### src/rtl/ahb2apb_bridge_p.sv
// Parametrised AHB-Lite slave to APB4 master bridge: one APB transfer per accepted AHB beat.
// Optional feature: define AHB2APB_PSLVERR_EN to turn APB pslverr into an AHB ERROR response.
module ahb2apb_bridge_p #(
    parameter int DATA_W  = 32,
    parameter int ADDR_W  = 32,
    parameter int NUM_SLV = 3,
    parameter int SEL_LSB = 28
) (
    input  logic                hclk,
    input  logic                hresetn,
    input  logic [ADDR_W-1:0]   haddr,
    input  logic [1:0]          htrans,
    input  logic                hwrite,
    input  logic [2:0]          hsize,
    input  logic [2:0]          hburst,
    input  logic [DATA_W-1:0]   hwdata,
    input  logic                hreadyin,
    output logic [DATA_W-1:0]   hrdata,
    output logic                hreadyout,
    output logic [1:0]          hresp,
    output logic [NUM_SLV-1:0]  psel,
    output logic                penable,
    output logic [ADDR_W-1:0]   paddr,
    output logic                pwrite,
    output logic [DATA_W-1:0]   pwdata,
    output logic [DATA_W/8-1:0] pstrb,
    input  logic [DATA_W-1:0]   prdata,
    input  logic                pready,
    input  logic                pslverr
);

    localparam int STRB_W = DATA_W / 8;
    localparam int OFF_W  = $clog2(STRB_W);
    localparam int IDX_W  = (NUM_SLV > 1) ? $clog2(NUM_SLV) : 1;

    typedef enum logic [2:0] {
        S_IDLE, S_WDATA, S_SETUP, S_ACCESS, S_ERR1, S_ERR2
    } state_t;

    state_t state, next_state;

    logic [IDX_W-1:0]   idx_q, dec_idx, idx_nxt;
    logic [OFF_W-1:0]   size_mask;
    logic [STRB_W-1:0]  strb_mask;
    logic               accept, dec_err, load, slv_err;
    logic               unused_ok;

    logic               hreadyout_d, penable_d, pwrite_d;
    logic [1:0]         hresp_d;
    logic [NUM_SLV-1:0] psel_d;
    logic [ADDR_W-1:0]  paddr_d;
    logic [DATA_W-1:0]  pwdata_d, hrdata_d;
    logic [STRB_W-1:0]  pstrb_d;

`ifdef AHB2APB_PSLVERR_EN
    assign slv_err   = pslverr;
    assign unused_ok = ^{hburst, htrans[0]};
`else
    assign slv_err   = 1'b0;
    assign unused_ok = ^{hburst, htrans[0], pslverr};
`endif

    // Address-phase decode: slave index, size/alignment checks and byte lanes.
    always_comb begin
        // NOTE: every always_comb output gets a default first so no latch can be inferred.
        dec_idx   = '0;
        if (NUM_SLV > 1) dec_idx = haddr[SEL_LSB +: IDX_W];
        size_mask = OFF_W'((32'd1 << hsize) - 32'd1);
        strb_mask = STRB_W'(((32'd1 << (32'd1 << hsize)) - 32'd1) << haddr[OFF_W-1:0]);
        dec_err   = (int'(dec_idx) >= NUM_SLV)
                 || ((32'd8 << hsize) > 32'(DATA_W))
                 || (|(haddr[OFF_W-1:0] & size_mask));
    end

    assign accept  = hreadyin && htrans[1] && hreadyout && (state == S_IDLE || state == S_ERR2);
    assign load    = accept && !dec_err;
    assign idx_nxt = load ? dec_idx : idx_q;

    // State and output registers.
    always_ff @(posedge hclk or negedge hresetn) begin
        if (!hresetn) begin
            state     <= S_IDLE;
            idx_q     <= '0;
            hreadyout <= 1'b1;
            hresp     <= 2'b00;
            hrdata    <= '0;
            psel      <= '0;
            penable   <= 1'b0;
            paddr     <= '0;
            pwrite    <= 1'b0;
            pwdata    <= '0;
            pstrb     <= '0;
        end else begin
            // NOTE: non-blocking assignments so every register samples pre-edge values.
            state     <= next_state;
            idx_q     <= idx_nxt;
            hreadyout <= hreadyout_d;
            hresp     <= hresp_d;
            hrdata    <= hrdata_d;
            psel      <= psel_d;
            penable   <= penable_d;
            paddr     <= paddr_d;
            pwrite    <= pwrite_d;
            pwdata    <= pwdata_d;
            pstrb     <= pstrb_d;
        end
    end

    always_comb begin
        next_state = state;
        unique case (state)
            S_IDLE, S_ERR2: begin
                next_state = S_IDLE;
                if (accept) begin
                    if (dec_err)     next_state = S_ERR1;
                    else if (hwrite) next_state = S_WDATA;
                    else             next_state = S_SETUP;
                end
            end
            S_WDATA:  next_state = S_SETUP;
            S_SETUP:  next_state = S_ACCESS;
            S_ACCESS: if (pready) next_state = slv_err ? S_ERR1 : S_IDLE;
            S_ERR1:   next_state = S_ERR2;
            default:  next_state = S_IDLE;
        endcase
    end

    // Outputs are decoded from the next state so they are registered yet on time.
    always_comb begin
        hreadyout_d = (next_state == S_IDLE) || (next_state == S_ERR2);
        hresp_d     = ((next_state == S_ERR1) || (next_state == S_ERR2)) ? 2'b01 : 2'b00;
        penable_d   = (next_state == S_ACCESS);
        psel_d      = '0;
        if (next_state == S_SETUP || next_state == S_ACCESS)
            psel_d = NUM_SLV'(1) << idx_nxt;
        paddr_d     = load ? haddr : paddr;
        pwrite_d    = load ? hwrite : pwrite;
        pstrb_d     = pstrb;
        if (load) pstrb_d = hwrite ? strb_mask : '0;
        pwdata_d    = (state == S_WDATA) ? hwdata : pwdata;
        hrdata_d    = hrdata;
        if (state == S_ACCESS && pready && !pwrite && !slv_err)
            hrdata_d = prdata;
    end

endmodule

### config.mk
export PLATFORM = sky130hd
export DESIGN_NAME = ahb2apb_bridge_p
export DESIGN_NICKNAME = d
export VERILOG_FILES = /design/src/rtl/ahb2apb_bridge_p.sv
export SDC_FILE = /design/constraint.sdc
export NUM_CORES = 1
export LEC_CHECK = 0
export CORE_MARGIN = 1
export CORE_UTILIZATION = 40
export DETAILED_ROUTE_END_ITERATION = 7
export GPL_TIMING_DRIVEN = 1
export PLACE_DENSITY = 0.79
export SLEW_MARGIN = 10
export SYNTH_ARGS = -nofsm -noshare
export SYNTH_HDL_FRONTEND = slang
export SYNTH_SLANG_ARGS = --single-unit
### constraint.sdc
create_clock -name hclk -period 2 [get_ports hclk]
set_clock_uncertainty 0.2 [all_clocks]
set_input_delay 0.4 -clock hclk [delete_from_list [all_inputs] [get_ports hclk]]
set_output_delay 0.4 -clock hclk [all_outputs]
set_load 0.03 [all_outputs]
# --- After elaboration in Yosys (flattened, before gate mapping) ---
# Index checks and enable logic that the tools add are counted.
totals:
  in_bits: 110
  wordCells: 57
  ff_bits: 113
classes:
  n_mux: 9
  n_shift: 5
  bitwise: 1
  n_eq_ne: 9
  order_cmp: 2
  n_reduce_logical: 18
  add_sub_neg: 2
ops:
  columns: ["operator", "count"]
  rows:
  - ["> comparator 32 x 6 -> 1 bit, second input constant", 1]
  - ["left shift 1 x 3 -> 32 bit, first input constant", 1]
  - ["left shift 1 x 32 -> 32 bit, first input constant", 1]
  - ["left shift 32 x 2 -> 4 bit", 1]
  - ["left shift 4 x 3 -> 32 bit, first input constant", 1]
  - ["subtractor 32 x 1 -> 32 bit, second input constant", 1]
  - ["one-hot mux 3 bit (5 select lines)", 1]
  - ["== test 3 x 2 -> 1 bit, second input constant", 4]
  - ["== test 3 bit, second input constant", 4]
  - ["two-way mux 3 bit", 4]
  - ["logical AND 1 bit", 6]
  - ["logical NOT 3 bit", 2]
  - ["logical OR 1 bit", 6]
  - ["two-way mux 2 bit", 2]
  - ["two-way mux 4 bit", 1]
  - ["OR reduction 2 bit", 2]
  - ["== test 3 x 1 -> 1 bit, second input constant", 1]
  - ["left shift 1 x 2 -> 3 bit, first input constant", 1]
  - ["bitwise AND 2 bit", 1]
  - ["greater-or-equal comparator 2 bit, second input constant", 1]
  - ["logical NOT 1 bit", 2]
  - ["subtractor 2 x 1 -> 2 bit, second input constant", 1]
  - ["two-way mux 1 bit", 1]

# --- Longest topological paths before layout ---
# Gate-level depths: netlist of the first run.
depth:
  ltp_word: 11
  mapped_depth: 7
  depth_no_buf: 6

# --- Worst setup path after synthesis of the first run ---
# No wires, ideal clock.
synth_path:
  path_type: "reg-to-reg"
  start: "register hreadyout"
  end: "register paddr[0]"
  path_stages_with_launch: 7
  slack_ps: 33
  t_arrival_ps: 1642
  n_path_buf: 2
  period_less_slack_ps: 1967
  path_cell_list: "dfstp_2 > nor2b_1 > nand4_2 > nor2b_4 > buf_6 > buf_12 > mux2_4"
synth_between:
  elab_chain_cells: 3
synth_lines:
  columns: ["item", "line_no", "rtl"]
  rows:
  - ["start: declaration", "19", "output logic hreadyout,"]
  - ["start signal: assignment", "97", "hreadyout <= hreadyout_d;"]
  - ["logical AND 1 bit (2 in a row)", "75", "assign accept = hreadyin && htrans[1] && hreadyout && (state == S_IDLE || state == S_ERR2);"]
  - ["logical AND 1 bit", "76", "assign load = accept && !dec_err;"]
  - ["end signal: assignment", "102", "paddr <= paddr_d;"]
  - ["end: declaration", "23", "output logic [ADDR_W-1:0] paddr,"]
# No other way between the ends.
# A chain may end at the register's enable or synchronous reset.

# --- Final worst setup path of the first run ---
layout_path:
  start: "input haddr[1]"
  end: "register paddr[31]"
layout_between:
  elab_chain_cells: 5
layout_lines:
  columns: ["item", "line_no", "rtl"]
  rows:
  - ["start: declaration", "11", "input logic [ADDR_W-1:0] haddr,"]
  - ["bitwise AND 2 bit", "72", "|| (|(haddr[OFF_W-1:0] & size_mask));"]
  - ["OR reduction 2 bit", "72", null]
  - ["logical OR 1 bit", "72", null]
  - ["logical NOT 1 bit", "76", null]
  - ["logical AND 1 bit", "76", null]
# No other way between the ends.

==> reports/metrics.cfg, run 1 <==
[floorplanning]
start_util = 0.415
core_area_sq_um = 11000
fp.dieH_um = 109
rows = 38
dieArea_sq_um = 11800
die_w_um = 109
io_pins = 218

[worst_setup_path]
cpMostUsedCell = buf_12
critPathLaunchType = primary input
cp_data_arrival_time_ns = 2.08
required_ns = 2.02
endpoint_kind = flip-flop
reg2regPathDepth = 6
path_depth = 7
critPathMaxStageDelay_ns = 0.44
cp_max_fo = 8
path_class = primary input to flip-flop
path_cells = clkdlybuf4s50_1 -> o21ai_0 -> and3_1 -> nor2b_4 -> buf_12 -> buf_12 -> mux2_2
cp.buffers_inverters = 3
cp_slowest_cell = clkdlybuf4s50_1
path_delay_family = buffers and inverters

[yosys]
synth_edf_count = 0
syn-cell-area_sq_um = 4560
synth-seq-cells = 112
yosysWarnings = 0
postSynthAreaPerCell_sq_um = 16.4
ys_async_sr_fraction = 1.00
synth_cells = 278
synth_ff_type = dfrtp_1
ys_seq_area_frac = 0.615
syn-num-nets = 389
ys_types = 39

[layout]
fin_nets = 623
drive_gt1_frac = 0.295
fill_cells = 751
final_cell_mix = clkdlybuf4s50_1 (141), dfrtp_1 (110), mux2_2 (63), dlymetal6s2s_1 (49), mux2_4 (35)
multi_input_area_sq_um = 1680
syn2layout_area_growth_pct = 63.4
final_common_cell = clkdlybuf4s50_1
diodes = 0
register_area_sq_um = 2810

[placed_design]
portBuffers = 211
gp_congestion = 0.769
hpwl_um = 7960

[clock_network]
cts-root-buf = clkbuf_16
cts_tree = built
h-tree-depth = 3
cts_sinks = 112
path_clk_slew_ns = 0.07
clk_latency_ns = 0.33
cts_buffer_depth = 2
numCtsBuffers = 9

[power_and_ir_drop]
p_leak_nw = 3.81
p_comb_frac = 0.507
p_switching_mw = 4.10
seqPwrFrac = 0.339
power_density_nw_per_um2 = 1450
p_sw_frac = 0.378
internal_power_mw = 6.73
pwr-share-clk = 0.153
peakVddDrop_v = 0.000937

[flow_run]
cap_violations = 0

[detailed_routing]
drt-initial-drc-count = 80
drt_wl_total_um = 11100
firstDrtPassIters = 4
drcViolationCount = 0
viasPerCell = 4.88
dr_total_vias = 3202
ant_nets = 0
post_drt_wl_per_cell_um = 16.9

[sta]
finalHoldViolCount = 0
min_period_ns = 2.06
whs_ns = 0.285
setup_viol = 25
finalCritPeriodShare = 1.03
final.setup.tns_ns = -0.908
slew_viol_final = 0
setup_ws_ns = -0.0641
fmax_mhz = 484

[run_status]
violations = negative setup slack
outcome = finished, violations left

[grt]
grt_usage = 0.184
overflow = 0
grt_max_degree = 57
antenna_found_initial = 0
grt_pass1_vias = 3237
grt_pass1_wl_um = 16600

[worst_hold_path]
hp-class = flip-flop to flip-flop
min_path_cells = 1

## final timing paths
kind	start	endpoint	slack [ns]
setup / recovery	haddr[1]	paddr[31]	-0.06
hold / removal	hrdata[5]	hrdata[5]	0.28
setup reg to reg	hreadyout	paddr[31]	0.05
hold reg to reg	hrdata[5]	hrdata[5]	0.28
max in group asynchronous	hresetn	hreadyout	0.86
min in group asynchronous	hresetn	hrdata[18]	0.43
## metal layers
metal	vias to the layer above	track usage	part of all wire	routed length, um
met5	-	0	0	0
met4	0	0.0763	0.018	199
met1	1596	0.227	0.39	4340
met3	17	0.0359	0.068	756
met2	135	0.314	0.52	5790
li1	1454	-	-	-
## through the flow
stage | setup slack, ns | util | instance area (sq um) | power, mW | instances
3_5_place_dp | -0.595 | 0.632 | 6950 | 9.37 | 636
3_3_place_gp | -0.430 | 0.632 | 6950 | 9.22 | 636
6_report | -0.0641 | 0.679 | 7450 | 10.8 | 656
4_1_cts | -0.0102 | 0.658 | 7220 | 11.0 | 653
5_1_grt | -0.129 | 0.679 | 7450 | 11.4 | 656
2_1_floorplan | 0.0328 | - | 4560 | 6.86 | 278
## layout make-up
cell class / count / area share
flip-flops and latches: 112 / 0.376
repair buffers: 236 / 0.336
multi-input cells: 150 / 0.225
clock buffers: 12 / 0.0344
well taps: 140 / 0.0235
clock inverters: 3 / 0.00235
inverters: 3 / 0.00151
## worst reg2reg max path: stages, from the launching register on
cell	delay, ns
dfstp_2	0.53
nor2b_4	0.15
nand4_4	0.14
nor2b_4	0.20
buf_12	0.14
buf_12	0.13
mux2_2	0.34
## flip-flops by register name, indices dropped and copies added, names as in the netlist, 2 cells and up
register / cells
paddr: 32
idx_q: 2
pstrb: 4
psel: 3
state: 3
pwdata: 32
hrdata: 32
## synth_stat cells, drive strengths merged, types with 2 or more instances
master,count,area share
dfrtp,111,0.61
mux2,102,0.28
buf,13,0.030
nor2,6,0.0049
nor3b,5,0.010
o21ai,5,0.0055
inv,3,0.0025
nand2,3,0.0025
nor2b,3,0.0058
a2111oi,2,0.0038
a31o,2,0.0038
and2,2,0.0027
conb,2,0.0016
nand2b,2,0.0027
nand4,2,0.0041
## logic make-up after synthesis
logic type                 count (synthesis)  share of synthesized area
other                                      2                    0.00165
buffers and inverters                     16                     0.0324
DFF                                      112                      0.615
and+or+nand+nor                           29                     0.0417
xor gates and xnor gates                   1                    0.00192
AOI/OAI and AO/OA                         14                     0.0228
adders and majority gates                  1                    0.00274
muxes                                    103                      0.282
## power by group through the flow
stage          Clock [mW]  Combinational (mW)  Sequential, mW
2_1_floorplan           0                1.40            5.46
3_3_place_gp            0                5.55            3.67
3_5_place_dp            0                5.64            3.73
4_1_cts              1.72                5.57            3.70
5_1_grt              1.81                5.75            3.79
6_report             1.66                5.49            3.67
## what timing repair did
item                       4_1_cts  5_1_grt
gates cloned                     0        1
hold endpoints to repair       111        0
hold buffers                     1        0
pin swaps                        3        3
buffers inserted                 1        2
resized for setup               23       60
setup endpoints to repair       26       83
(Power assumes the default switching activity.)
==> run 2, diff against run 1 <==
--- a/config.mk
+++ b/config.mk
@@ -5,11 +5,13 @@
 export SDC_FILE = /design/constraint.sdc
 export NUM_CORES = 1
 export LEC_CHECK = 0
+export CELL_PAD_IN_SITES_DETAIL_PLACEMENT = 0
+export CELL_PAD_IN_SITES_GLOBAL_PLACEMENT = 1
 export CORE_MARGIN = 1
-export CORE_UTILIZATION = 40
+export CORE_UTILIZATION = 32
 export DETAILED_ROUTE_END_ITERATION = 7
 export GPL_TIMING_DRIVEN = 1
-export PLACE_DENSITY = 0.79
+export PLACE_DENSITY_LB_ADDON = 0.1
 export SLEW_MARGIN = 10
 export SYNTH_ARGS = -nofsm -noshare
 export SYNTH_HDL_FRONTEND = slang
==> run 2 against run 1 <==
- the run now ends clean
- maximum frequency rose by 5.2%
- cell area grew 2.1%
- worst setup slack better by 0.10 ns
- non-clock buffer count up 3
- critical path type is now flip-flop to output port
- largest power group unchanged
- highest routed layer unchanged
==> reports/metrics.cfg, run 2 (synthesis gave the netlist of run 1 again) <==
[grt]
grt_usage = 0.153
grt_pass1_vias = 3144
overflow = 0
grt_max_degree = 58
antenna_found_initial = 0
grt_pass1_wl_um = 16900

[clock_network]
numCtsBuffers = 9
clk_latency_ns = 0.34
path_clk_slew_ns = 0.07
h-tree-depth = 3
cts-root-buf = clkbuf_16
cts_sinks = 112
cts_buffer_depth = 2
cts_tree = built

[placed_design]
place_area_sq_um = 6980
gp_congestion = 0.809
portBuffers = 211
dp_slack_ns = -0.470
hpwl_um = 8090

[power_and_ir_drop]
report.power.total_mw = 10.8
power_density_nw_per_um2 = 1420
peakVddDrop_v = 0.000538
p_leak_nw = 4.05

[layout]
syn2layout_area_growth_pct = 66.9
final_common_cell = clkdlybuf4s50_1
fin_nets = 626
diodes = 0
drive_gt1_frac = 0.306
final_cell_mix = clkdlybuf4s50_1 (114), dfrtp_1 (110), dlymetal6s2s_1 (70), mux2_2 (64), mux2_4 (34)
fin_area_sq_um = 7610
reg.largest.list = hrdata: 32 flops, paddr: 32 flops, pwdata: 32 flops

[worst_hold_path]
hp-class = primary input to asynchronous set/reset pin

[sta]
finalHoldViolCount = 0
finalCritPeriodShare = 0.981
grt_setup_unrepaired = true
setup_viol = 0
fmax_mhz = 510
setup_ws_ns = 0.0378
slew_viol_final = 0
final.setup.tns_ns = 0
min_period_ns = 1.96

[floorplanning]
io_pins = 218
dieArea_sq_um = 14700
start_util = 0.329
die_w_um = 121
fp.dieH_um = 121
rows = 43
core_area_sq_um = 13900

[worst_setup_path]
cp_slowest_cell = clkdlybuf4s50_1
endpoint_kind = output port
cp_data_arrival_time_ns = 1.36
required_ns = 1.40
path_cells = clkdlybuf4s50_1
critPathMaxStageDelay_ns = 0.68
cp_max_fo = 2
path_delay_family = buffers and inverters
path_class = flip-flop to output port
critPathLaunchType = flip-flop
cp.buffers_inverters = 1

[detailed_routing]
ant_nets = 0
firstDrtPassIters = 4
dr_total_vias = 3109
drcViolationCount = 0
post_drt_wl_per_cell_um = 16.6
viasPerCell = 4.44
drt_wl_total_um = 11600
drt-initial-drc-count = 83

[run_status]
outcome = complete, no violations

[flow_run]
cap_violations = 0

-- run 2: worst paths after layout --
check                           start    endpoint  slack (ns)  cells after the start
setup / recovery           hrdata[14]  hrdata[14]        0.04                      1
hold / removal                hresetn   pwdata[5]        0.20                      2
setup reg to reg             state[2]   paddr[20]        0.05                      6
hold reg to reg             hrdata[5]   hrdata[5]        0.29                      1
max in group asynchronous     hresetn   hreadyout        0.81                      3
min in group hclk           hrdata[5]   hrdata[5]        0.29                      1
-- run 2: layout make-up --
class	instances	area [sq um]
fill	1185	6270
sequential	112	2810
timing repair buffer	239	2620
multi-input combinational	150	1670
clock buffer	9	225
tap	180	225
clock inverter	7	48.8
inverter	3	11.3
-- run 2: routing by layer --
| layer | GRT usage | part of all wire |
|---|---|---|
| met2 | 0.250 | 0.50 |
| met3 | 0.0385 | 0.065 |
| met4 | 0.0671 | 0.014 |
| met1 | 0.188 | 0.42 |
| met5 | 0 | 0 |
-- run 2: repair_timing --
action | CTS | global route
endpoints found under the hold margin | 111 | 0
buffers inserted | 0 | 2
cloned | 0 | 4
pin swaps | 4 | 6
hold buffers | 1 | 0
endpoints found under the setup margin | 40 | 135
gates resized for setup | 33 | 82
-- run 2: power breakdown --
part	leakage [nW]	total (mW)	internal, mW	switching (mW)
Sequential	1.39	3.62	3.19	0.423
Clock	0.123	1.66	0.843	0.821
Combinational	2.54	5.50	2.62	2.88
Total	4.05	10.8	6.66	4.12
-- run 2: through the flow --
| step | hold WS, ns | std cells | util |
|---|---|---|---|
| 2_1_floorplan | -0.0956 | 278 | - |
| 3_3_place_gp | 0.0111 | 677 | 0.503 |
| 3_5_place_dp | 0.0112 | 677 | 0.503 |
| 4_1_cts | 0.185 | 694 | 0.523 |
| 5_1_grt | 0.187 | 700 | 0.548 |
| 6_report | 0.197 | 700 | 0.548 |
